`config.mk`:
```
export PLATFORM = sky130hd
export DESIGN_NAME = playback_buffer_flat
export DESIGN_NICKNAME = d
export VERILOG_FILES = /design/src/rtl/playback_buffer_if.sv /design/src/rtl/playback_buffer.sv /design/src/flat_wrapper.sv
export SDC_FILE = /design/constraint.sdc
export NUM_CORES = 1
export LEC_CHECK = 0
export ABC_AREA = 1
export CORE_MARGIN = 4
export CORE_UTILIZATION = 55
export DETAILED_ROUTE_END_ITERATION = 10
export PLACE_DENSITY = 0.78
export SYNTH_ARGS = -nofsm -noshare
export SYNTH_HDL_FRONTEND = slang
export SYNTH_SLANG_ARGS = --single-unit
```
`constraint.sdc`:
```
create_clock -name clk -period 4 [get_ports clk]
set_clock_uncertainty 0.1 [all_clocks]
set_input_delay 0.4 -clock clk [delete_from_list [all_inputs] [get_ports clk]]
set_output_delay 0.4 -clock clk [all_outputs]
set_load 0.01 [all_outputs]
```
`src/rtl/playback_buffer_if.sv`:
```
// Controller <-> playback buffer bus: entry push, playback pacing and display outputs.
// The overflow signal exists only when BUF_OVERFLOW_EN is defined.
interface playback_buffer_if #(
    parameter int unsigned WIDTH = 8,
    parameter int unsigned DEPTH = 16
) ();
    logic                     clear;
    logic [WIDTH-1:0]         din;
    logic                     write_enable;
    logic                     read_enable;
    logic                     timer_enable;
    logic                     empty;
    logic                     full;
    logic [$clog2(DEPTH):0]   level;
    logic                     timer;
    logic [WIDTH-1:0]         display_data;
    logic                     display_valid;
`ifdef BUF_OVERFLOW_EN
    logic                     overflow;

    modport master (
        output clear, din, write_enable, read_enable, timer_enable,
        input  empty, full, level, timer, display_data, display_valid, overflow
    );
    modport slave (
        input  clear, din, write_enable, read_enable, timer_enable,
        output empty, full, level, timer, display_data, display_valid, overflow
    );
`else
    modport master (
        output clear, din, write_enable, read_enable, timer_enable,
        input  empty, full, level, timer, display_data, display_valid
    );
    modport slave (
        input  clear, din, write_enable, read_enable, timer_enable,
        output empty, full, level, timer, display_data, display_valid
    );
`endif
endinterface

```
`src/rtl/playback_buffer.sv`:
```
// Entry FIFO with dwell-paced playback into a display register.
// Define BUF_OVERFLOW_EN to add the sticky overflow flag for dropped pushes.
module playback_buffer #(
    parameter int unsigned WIDTH = 8,
    parameter int unsigned DEPTH = 16,
    parameter int unsigned DWELL = 50000000
) (
    input logic              clk,
    input logic              reset_n,
    playback_buffer_if.slave bus
);
    localparam int unsigned PtrW = $clog2(DEPTH);
    localparam int unsigned LvlW = PtrW + 1;
    localparam int unsigned CntW = $clog2(DWELL);
    localparam logic [CntW-1:0] CntLast = CntW'(DWELL - 1);
    localparam logic [LvlW-1:0] LvlFull = LvlW'(DEPTH);

    logic [WIDTH-1:0] mem_q [DEPTH];
    logic [PtrW-1:0]  wr_ptr_q;
    logic [PtrW-1:0]  rd_ptr_q;
    logic [LvlW-1:0]  level_q;
    logic [LvlW-1:0]  level_d;
    logic             empty_q;
    logic             full_q;
    logic [CntW-1:0]  cnt_q;
    logic [WIDTH-1:0] display_data_q;
    logic             display_valid_q;
    logic             timer_pulse;
    logic             push;
    logic             pop;

    // Status flags are registered, so a push at full or pop at empty is judged on last edge's view
    assign timer_pulse = bus.timer_enable && (cnt_q == CntLast);
    assign push        = bus.write_enable && !full_q && !bus.clear;
    assign pop         = bus.read_enable && timer_pulse && !empty_q && !bus.clear;

    always_comb begin
        level_d = level_q;
        case ({push, pop})
            2'b10:   level_d = level_q + LvlW'(1);
            2'b01:   level_d = level_q - LvlW'(1);
            default: level_d = level_q;
        endcase
    end

    always_ff @(posedge clk or negedge reset_n) begin
        if (!reset_n) begin
            wr_ptr_q        <= '0;
            rd_ptr_q        <= '0;
            level_q         <= '0;
            empty_q         <= 1'b1;
            full_q          <= 1'b0;
            display_data_q  <= '0;
            display_valid_q <= 1'b0;
        end else if (bus.clear) begin
            wr_ptr_q        <= '0;
            rd_ptr_q        <= '0;
            level_q         <= '0;
            empty_q         <= 1'b1;
            full_q          <= 1'b0;
            display_valid_q <= 1'b0;
        end else begin
            if (push) begin
                wr_ptr_q <= wr_ptr_q + PtrW'(1);
            end
            if (pop) begin
                rd_ptr_q        <= rd_ptr_q + PtrW'(1);
                display_data_q  <= mem_q[rd_ptr_q];
                display_valid_q <= 1'b1;
            end
            level_q <= level_d;
            empty_q <= (level_d == '0);
            full_q  <= (level_d == LvlFull);
        end
    end

    // Storage needs no reset: occupancy alone decides which entries are meaningful
    always_ff @(posedge clk) begin
        if (push) begin
            mem_q[wr_ptr_q] <= bus.din;
        end
    end

    always_ff @(posedge clk or negedge reset_n) begin
        if (!reset_n) begin
            cnt_q <= '0;
        end else if (bus.clear || !bus.timer_enable) begin
            cnt_q <= '0;
        end else if (cnt_q == CntLast) begin
            cnt_q <= '0;
        end else begin
            cnt_q <= cnt_q + CntW'(1);
        end
    end

`ifdef BUF_OVERFLOW_EN
    logic overflow_q;

    // Clear takes precedence, so a write during clear leaves the flag low
    always_ff @(posedge clk or negedge reset_n) begin
        if (!reset_n) begin
            overflow_q <= 1'b0;
        end else if (bus.clear) begin
            overflow_q <= 1'b0;
        end else if (bus.write_enable && full_q) begin
            overflow_q <= 1'b1;
        end
    end

    assign bus.overflow = overflow_q;
`endif

    assign bus.empty         = empty_q;
    assign bus.full          = full_q;
    assign bus.level         = level_q;
    assign bus.timer         = timer_pulse;
    assign bus.display_data  = display_data_q;
    assign bus.display_valid = display_valid_q;
endmodule
```
`src/flat_wrapper.sv`:
```
// flat-port wrapper written by rule: the top's interface ports become plain ports
module playback_buffer_flat 
#(
    parameter int unsigned WIDTH = 8,
    parameter int unsigned DEPTH = 16,
    parameter int unsigned DWELL = 50000000
)
  (clk, reset_n, bus_clear, bus_din, bus_write_enable, bus_read_enable, bus_timer_enable, bus_empty, bus_full, bus_level, bus_timer, bus_display_data, bus_display_valid);
  playback_buffer_if #(.WIDTH(WIDTH), .DEPTH(DEPTH)) bus_i ();
  input logic clk;
  input logic reset_n;
  input wire logic [$bits(bus_i.clear)-1:0] bus_clear;
  input wire logic [$bits(bus_i.din)-1:0] bus_din;
  input wire logic [$bits(bus_i.write_enable)-1:0] bus_write_enable;
  input wire logic [$bits(bus_i.read_enable)-1:0] bus_read_enable;
  input wire logic [$bits(bus_i.timer_enable)-1:0] bus_timer_enable;
  output wire logic [$bits(bus_i.empty)-1:0] bus_empty;
  output wire logic [$bits(bus_i.full)-1:0] bus_full;
  output wire logic [$bits(bus_i.level)-1:0] bus_level;
  output wire logic [$bits(bus_i.timer)-1:0] bus_timer;
  output wire logic [$bits(bus_i.display_data)-1:0] bus_display_data;
  output wire logic [$bits(bus_i.display_valid)-1:0] bus_display_valid;
  assign bus_i.clear = bus_clear;
  assign bus_i.din = bus_din;
  assign bus_i.write_enable = bus_write_enable;
  assign bus_i.read_enable = bus_read_enable;
  assign bus_i.timer_enable = bus_timer_enable;
  assign bus_empty = bus_i.empty;
  assign bus_full = bus_i.full;
  assign bus_level = bus_i.level;
  assign bus_timer = bus_i.timer;
  assign bus_display_data = bus_i.display_data;
  assign bus_display_valid = bus_i.display_valid;
  playback_buffer #(.WIDTH(WIDTH), .DEPTH(DEPTH), .DWELL(DWELL)) u_core (.clk(clk), .reset_n(reset_n), .bus(bus_i));
endmodule
```
After elaboration in Yosys (flattened, before gate mapping)
Memories as Yosys holds them, arrays and structs flattened. A register that Yosys moved wholly into a read port is not among the register bits.
Cells that the tools add are included.

storage, ports and cells
  register bits = 42
  latch bits = 0
  bits in writable memories = 128
  bits in read-only memories = 0
  input bits = 14
  output and inout bits = 17
  logic and storage cells = 48
  memories kept = 1

cells by class
  add/subtract/negate cells = 5
  $mul = 0
  div/mod/pow operators = 0
  magnitude comparators = 0
  equal/unequal tests = 4
  shifts and indexed selects = 0
  multiplexer cells = 14
  bitwise operators = 1
  reductions and logical operators = 16

memories
  name          depth  width  rd ports  clocked after memory_dff  write ports  line                   text
  u_core.mem_q  16     8      1         1                         1            playback_buffer.sv:18  logic [WIDTH-1:0] mem_q [DEPTH];

operators with widths
  cell                     number
  $mux W26                 2
  $add A26 B1 Y26 const B  1
  $eq A26 B26 Y1 const B   1
  $mux W4                  4
  $pmux W5 S2              1
  $add A4 B1 Y4 const B    2
  $logic_and A1 B1 Y1      6
  $mux W1                  6
  $add A5 B1 Y5 const B    1
  $eq A5 B5 Y1 const B     1
  $logic_not A1 Y1         5
  $logic_not A5 Y1         1
  $mux W5                  1
  $sub A5 B1 Y5 const B    1
  $reduce_bool A2 Y1       2
  $eq A2 B1 Y1 const B     1
  $eq A2 B2 Y1 const B     1
  $reduce_and A2 Y1        1
  $logic_or A1 B1 Y1       1
  $not A1 Y1               1

Depth between registers and ports, before layout
  depth after elaboration = 9
  gate-level depth with buffers = 19
  gate-level depth less buffers = 19

Least setup slack after synthesis
OpenSTA, ideal clock, no wires.

  kind = register -> register
  from = reg u_core.cnt_q[0]
  to = reg u_core.empty_q (netlist: u_core.bus.empty)
  library setup time = 0.079 ns
  arrival time = 2.451 ns
  required time = 3.821 ns
  setup slack = 1.370 ns
  stages on the path, launching flop included = 15
  path buffers = 0
  clock period less this slack = 2.630 ns
  path through = dfrtp_1 ha_1 nand2_1 nor2_4 nand3_1 nor2_4 nand4_4 inv_1 ha_1 fa_1 mux2i_1 nand2_1 nor2_1 nand3_1 o21ai_0

between the ends
  longest elaborated chain between the ends = 9
  elaborated cells between the ends (all ways) = 10
  classes of those cells = eq/ne (3); mux (2); reduce/logical (5)

RTL lines
  element                                       line                   text
  start: declaration                            playback_buffer.sv:25  logic [CntW-1:0] cnt_q;
  start signal: assignment                      playback_buffer.sv:92  cnt_q <= cnt_q + CntW'(1);
  $eq A26 B26 Y1 (*)                            playback_buffer.sv:33  assign timer_pulse = bus.timer_enable && (cnt_q == CntLast);
  $logic_and A1 B1 Y1 (*)                       playback_buffer.sv:33
  $logic_and A1 B1 Y1 (*) (3 in a row)          playback_buffer.sv:35  assign pop = bus.read_enable && timer_pulse && !empty_q && !bus.clear;
  $eq A2 B1 Y1 or $eq A2 B2 Y1 (tied branches)  playback_buffer.sv:39  case ({push, pop})
  $pmux W5 S2 (*)                               playback_buffer.sv:39
  $logic_not A5 Y1 (*)                          playback_buffer.sv:72  empty_q <= (level_d == '0);
  $mux W1 (*)                                   playback_buffer.sv:55  end else if (bus.clear) begin
  end signal: assignment                        playback_buffer.sv:72
  end: declaration                              playback_buffer.sv:23  logic empty_q;

Every way passes the cells marked *; elsewhere a longest branch is shown, timed or not.
A chain may end at the register's enable or synchronous reset.

Worst setup path after layout
Ends and elaborated chain as after synthesis.

==> impl_metrics.py <==
metrics = {
    "clock_tree": {
        "clock_tree.buffer_depth": 2,
        "clock-root-buffer": "sky130_fd_sc_hd__clkbuf_16",
        "clk_pin_slew_worst_paths_ns": 0.07,
        "cts_max_level": 4,
        "tritoncts_clock_tree": "built",
        "cts-buffers-inserted": 17,
        "cts.sink_count": 178,
        "clock_latency_ns": 0.43,
        "cts.repair.resized": 0,
    },
    "pwr": {
        "powerDensity_mw_per_mm2": 401,
        "p_total_w": 0.00366,
        "vdd_ir_drop_max_mv": 0.356,
        "power_leakage_nw": 3.67,
    },
    "finish": {
        "post-route-util": 0.646,
        "drive_gt1_frac": 0.0822,
        "num_antenna_cells": 0,
        "n_fill_cell": 1062,
        "most-common-layout-cells": "sky130_fd_sc_hd__nand2_1 (188), sky130_fd_sc_hd__edfxtp_1 (128), sky130_fd_sc_hd__nor2_1 (120)",
        "most_common_library_cell_in_the_layout_ignoring_fill_and_taps": "sky130_fd_sc_hd__nand2_1",
        "layout.nets": 876,
        "final_area_mm2": 0.00911,
        "area_delta_synth_final_pct": 13.6,
    },
    "yosys": {
        "number_of_distinct_library_cells_after_synthesis": 38,
        "net_count_synth": 835,
        "synthesis.area_per_instance_um2": 9.90,
        "async_reset_ff_frac": 0.281,
        "ys_ff_latch": 178,
        "synth_ff_type": "sky130_fd_sc_hd__edfxtp_1",
        "post_synth_inst_count": 810,
        "synth_edf_count": 128,
        "netlist_area_mm2": 0.00802,
        "synth.yosys.warnings": 0,
        "ys_seq_area_frac": 0.635,
    },
    "place": {
        "post-place-ws_ns": 0.929,
        "place_area_mm2": 0.00855,
        "final_estimated_routing_congestion_in_global_placement": 0.908,
        "dp.final_hpwl_um": 11200,
        "port-buffer-count": 30,
    },
    "sta": {
        "maxSlewViolCount": 0,
        "timing_hold_violations_final": 0,
        "final_period_utilization": 0.784,
        "period_minus_slack_ns": 3.14,
        "timing_worst_slew_pin_value_ns": 0.940,
        "final-setup-viol-count": 0,
        "layout_setup_ws_ns": 0.863,
        "rsz_0062_raised_after_global_routing": "no",
        "timing.setup.tns_ns": 0,
        "max_clock_freq_ghz": 0.319,
        "relative_max_transition_margin": 0.371,
    },
    "critical_path": {
        "worst_setup_path_start_kind": "flop",
        "timing_worst_setup_path_type": "reg -> reg",
        "timing.critical_path.fanout_max": 16,
        "endpoint_kind": "flop",
        "timing.critical_path.required_ns": 4.26,
        "worst_path_arrival_time_ns": 3.40,
    },
    "routing": {
        "wire_per_inst_um": 16.6,
        "postRouteAntennaNets": 0,
        "initialDrtViolationCount": 526,
        "drc": 0,
        "route.detailed.vias_per_inst": 5.42,
        "via_count": 5657,
        "dr.pass1.iters": 5,
        "routed_wirelength_um": 17300,
    },
    "grt": {
        "grt_antenna_before_repair": 0,
        "first_pass_grt_wire_length_um": 28300,
        "grt_remaining_overflow": 0,
        "grt_pass1_vias": 5504,
        "grt_usage": 0.222,
        "grt_start_max_net_pins": 76,
    },
    "status": {
        "outcome": "completed",
    },
    "run": {
        "maxCapViolCount": 0,
    },
    "floorplanning": {
        "ioPinCount": 31,
        "coreArea_mm2": 0.0141,
        "fp.dieArea_mm2": 0.0166,
        "core.rowCount": 43,
        "die_y_um": 129,
        "die_w_um": 129,
        "initial_core_util": 0.569,
    },
    "min_path": {
        "min_path_type": "reg -> reg",
    },
}
cell usage after synthesis, types with 2 or more instances:
cell type | n | share of area
sky130_fd_sc_hd__o21ai_2 | 2 | 0.0022
sky130_fd_sc_hd__nand4_1 | 4 | 0.0031
sky130_fd_sc_hd__dfrtp_1 | 49 | 0.15
sky130_fd_sc_hd__nor3b_1 | 2 | 0.0019
sky130_fd_sc_hd__nor3_1 | 20 | 0.012
sky130_fd_sc_hd__o21ai_1 | 8 | 0.0050
sky130_fd_sc_hd__nor2_1 | 120 | 0.056
sky130_fd_sc_hd__a21oi_1 | 31 | 0.019
sky130_fd_sc_hd__or2_2 | 2 | 0.0016
sky130_fd_sc_hd__o21ai_0 | 34 | 0.021
sky130_fd_sc_hd__xnor2_1 | 4 | 0.0044
sky130_fd_sc_hd__buf_4 | 3 | 0.0028
sky130_fd_sc_hd__nand3_1 | 63 | 0.039
sky130_fd_sc_hd__nor4_1 | 2 | 0.0016
sky130_fd_sc_hd__nor2_2 | 3 | 0.0023
sky130_fd_sc_hd__buf_2 | 14 | 0.0087
sky130_fd_sc_hd__xor2_1 | 5 | 0.0055
sky130_fd_sc_hd__nand2_1 | 188 | 0.088
sky130_fd_sc_hd__clkbuf_1 | 7 | 0.0033
sky130_fd_sc_hd__edfxtp_1 | 128 | 0.48
sky130_fd_sc_hd__o211ai_1 | 11 | 0.010
sky130_fd_sc_hd__nand2_2 | 2 | 0.0016
sky130_fd_sc_hd__nor2_4 | 5 | 0.0070
sky130_fd_sc_hd__inv_2 | 5 | 0.0023
sky130_fd_sc_hd__ha_1 | 10 | 0.016
sky130_fd_sc_hd__inv_1 | 76 | 0.036
area by class of cell:
type                       instances  area [um^2]  share of cell area
clock buffer                      18          429              0.0471
clock inverter                    14          120              0.0132
inverter                          82          308              0.0338
multi-input combinational        524         2480               0.273
sequential                       178         5100               0.560
tap                              180          225              0.0247
timing repair buffer              48          445              0.0489
flip-flops by register name, summed over array words and instances (netlist names):
register / count
u_core.bus.level: 5
u_core.wr_ptr_q: 4
u_core.bus.empty: 1
u_core.rd_ptr_q: 4
u_core.bus.full: 1
u_core.bus.display_data: 8
u_core.mem_q: 128
u_core.cnt_q: 26
u_core.bus.display_valid: 1
per-layer routing:
metal,global-route usage,wire [um]
met5,0,0
met4,0.0772,405
met3,0.0498,1010
met2,0.370,8480
met1,0.288,7420
what timing repair did:
action | in CTS | in global routing
hold buffers | 1 | 0
buffers inserted | 0 | 0
hold endpoints to repair | 42 | 0
power breakdown:
part	internal (W)	leakage, nW	switching [W]	total (W)
Sequential	0.00200	1.82	0.00000664	0.00200
Clock	0.000817	0.268	0.000732	0.00155
Combinational	0.0000319	1.58	0.0000737	0.000106
Total	0.00284	3.67	0.000812	0.00366
worst max-delay path, cell delays in order, from the launching register on:
cell,delay (ns)
sky130_fd_sc_hd__dfrtp_1,0.39
sky130_fd_sc_hd__ha_1,0.19
sky130_fd_sc_hd__nand2_1,0.10
sky130_fd_sc_hd__nor2_4,0.13
sky130_fd_sc_hd__nand3_1,0.15
sky130_fd_sc_hd__nor2_4,0.22
sky130_fd_sc_hd__nand4_4,0.24
sky130_fd_sc_hd__inv_1,0.20
sky130_fd_sc_hd__ha_1,0.30
sky130_fd_sc_hd__fa_1,0.45
sky130_fd_sc_hd__mux2i_1,0.18
sky130_fd_sc_hd__nand2_1,0.07
sky130_fd_sc_hd__nor2_1,0.09
sky130_fd_sc_hd__nand3_1,0.08
sky130_fd_sc_hd__o21ai_0,0.17
cell families (layout without fill, tap and decap cells):
logic type | count (synthesis) | count (layout) | synth area share
buf+inv | 108 | 162 | 0.0551
simple gates | 414 | 414 | 0.220
compound gates | 89 | 89 | 0.0607
mux | 1 | 1 | 0.00125
flops | 178 | 178 | 0.635
fa+ha+maj | 11 | 11 | 0.0181
xor+xnor | 9 | 9 | 0.00983
worst paths after layout:
check                                           start  depth (start not counted)  slack, ns                         end
setup / recovery                      u_core.cnt_q[0]                         14       0.86            u_core.bus.empty
setup reg to reg                      u_core.cnt_q[0]                         14       0.86            u_core.bus.empty
min in group asynchronous                     reset_n                          3       0.50             u_core.bus.full
hold / removal             u_core.bus.display_data[4]                          2       0.39  u_core.bus.display_data[4]
hold reg to reg            u_core.bus.display_data[4]                          2       0.39  u_core.bus.display_data[4]
max in group asynchronous                     reset_n                          3       2.85          u_core.rd_ptr_q[0]
metrics by stage:
step / std cells / hold WS, ns
4_1_cts: 1044 / 0.387
3_3_place_gp: 1011 / 0.366
3_5_place_dp: 1011 / 0.377
5_1_grt: 1044 / 0.407
2_1_floorplan: 810 / 0.00441
6_report: 1044 / 0.385
(Power assumes the default switching activity.)
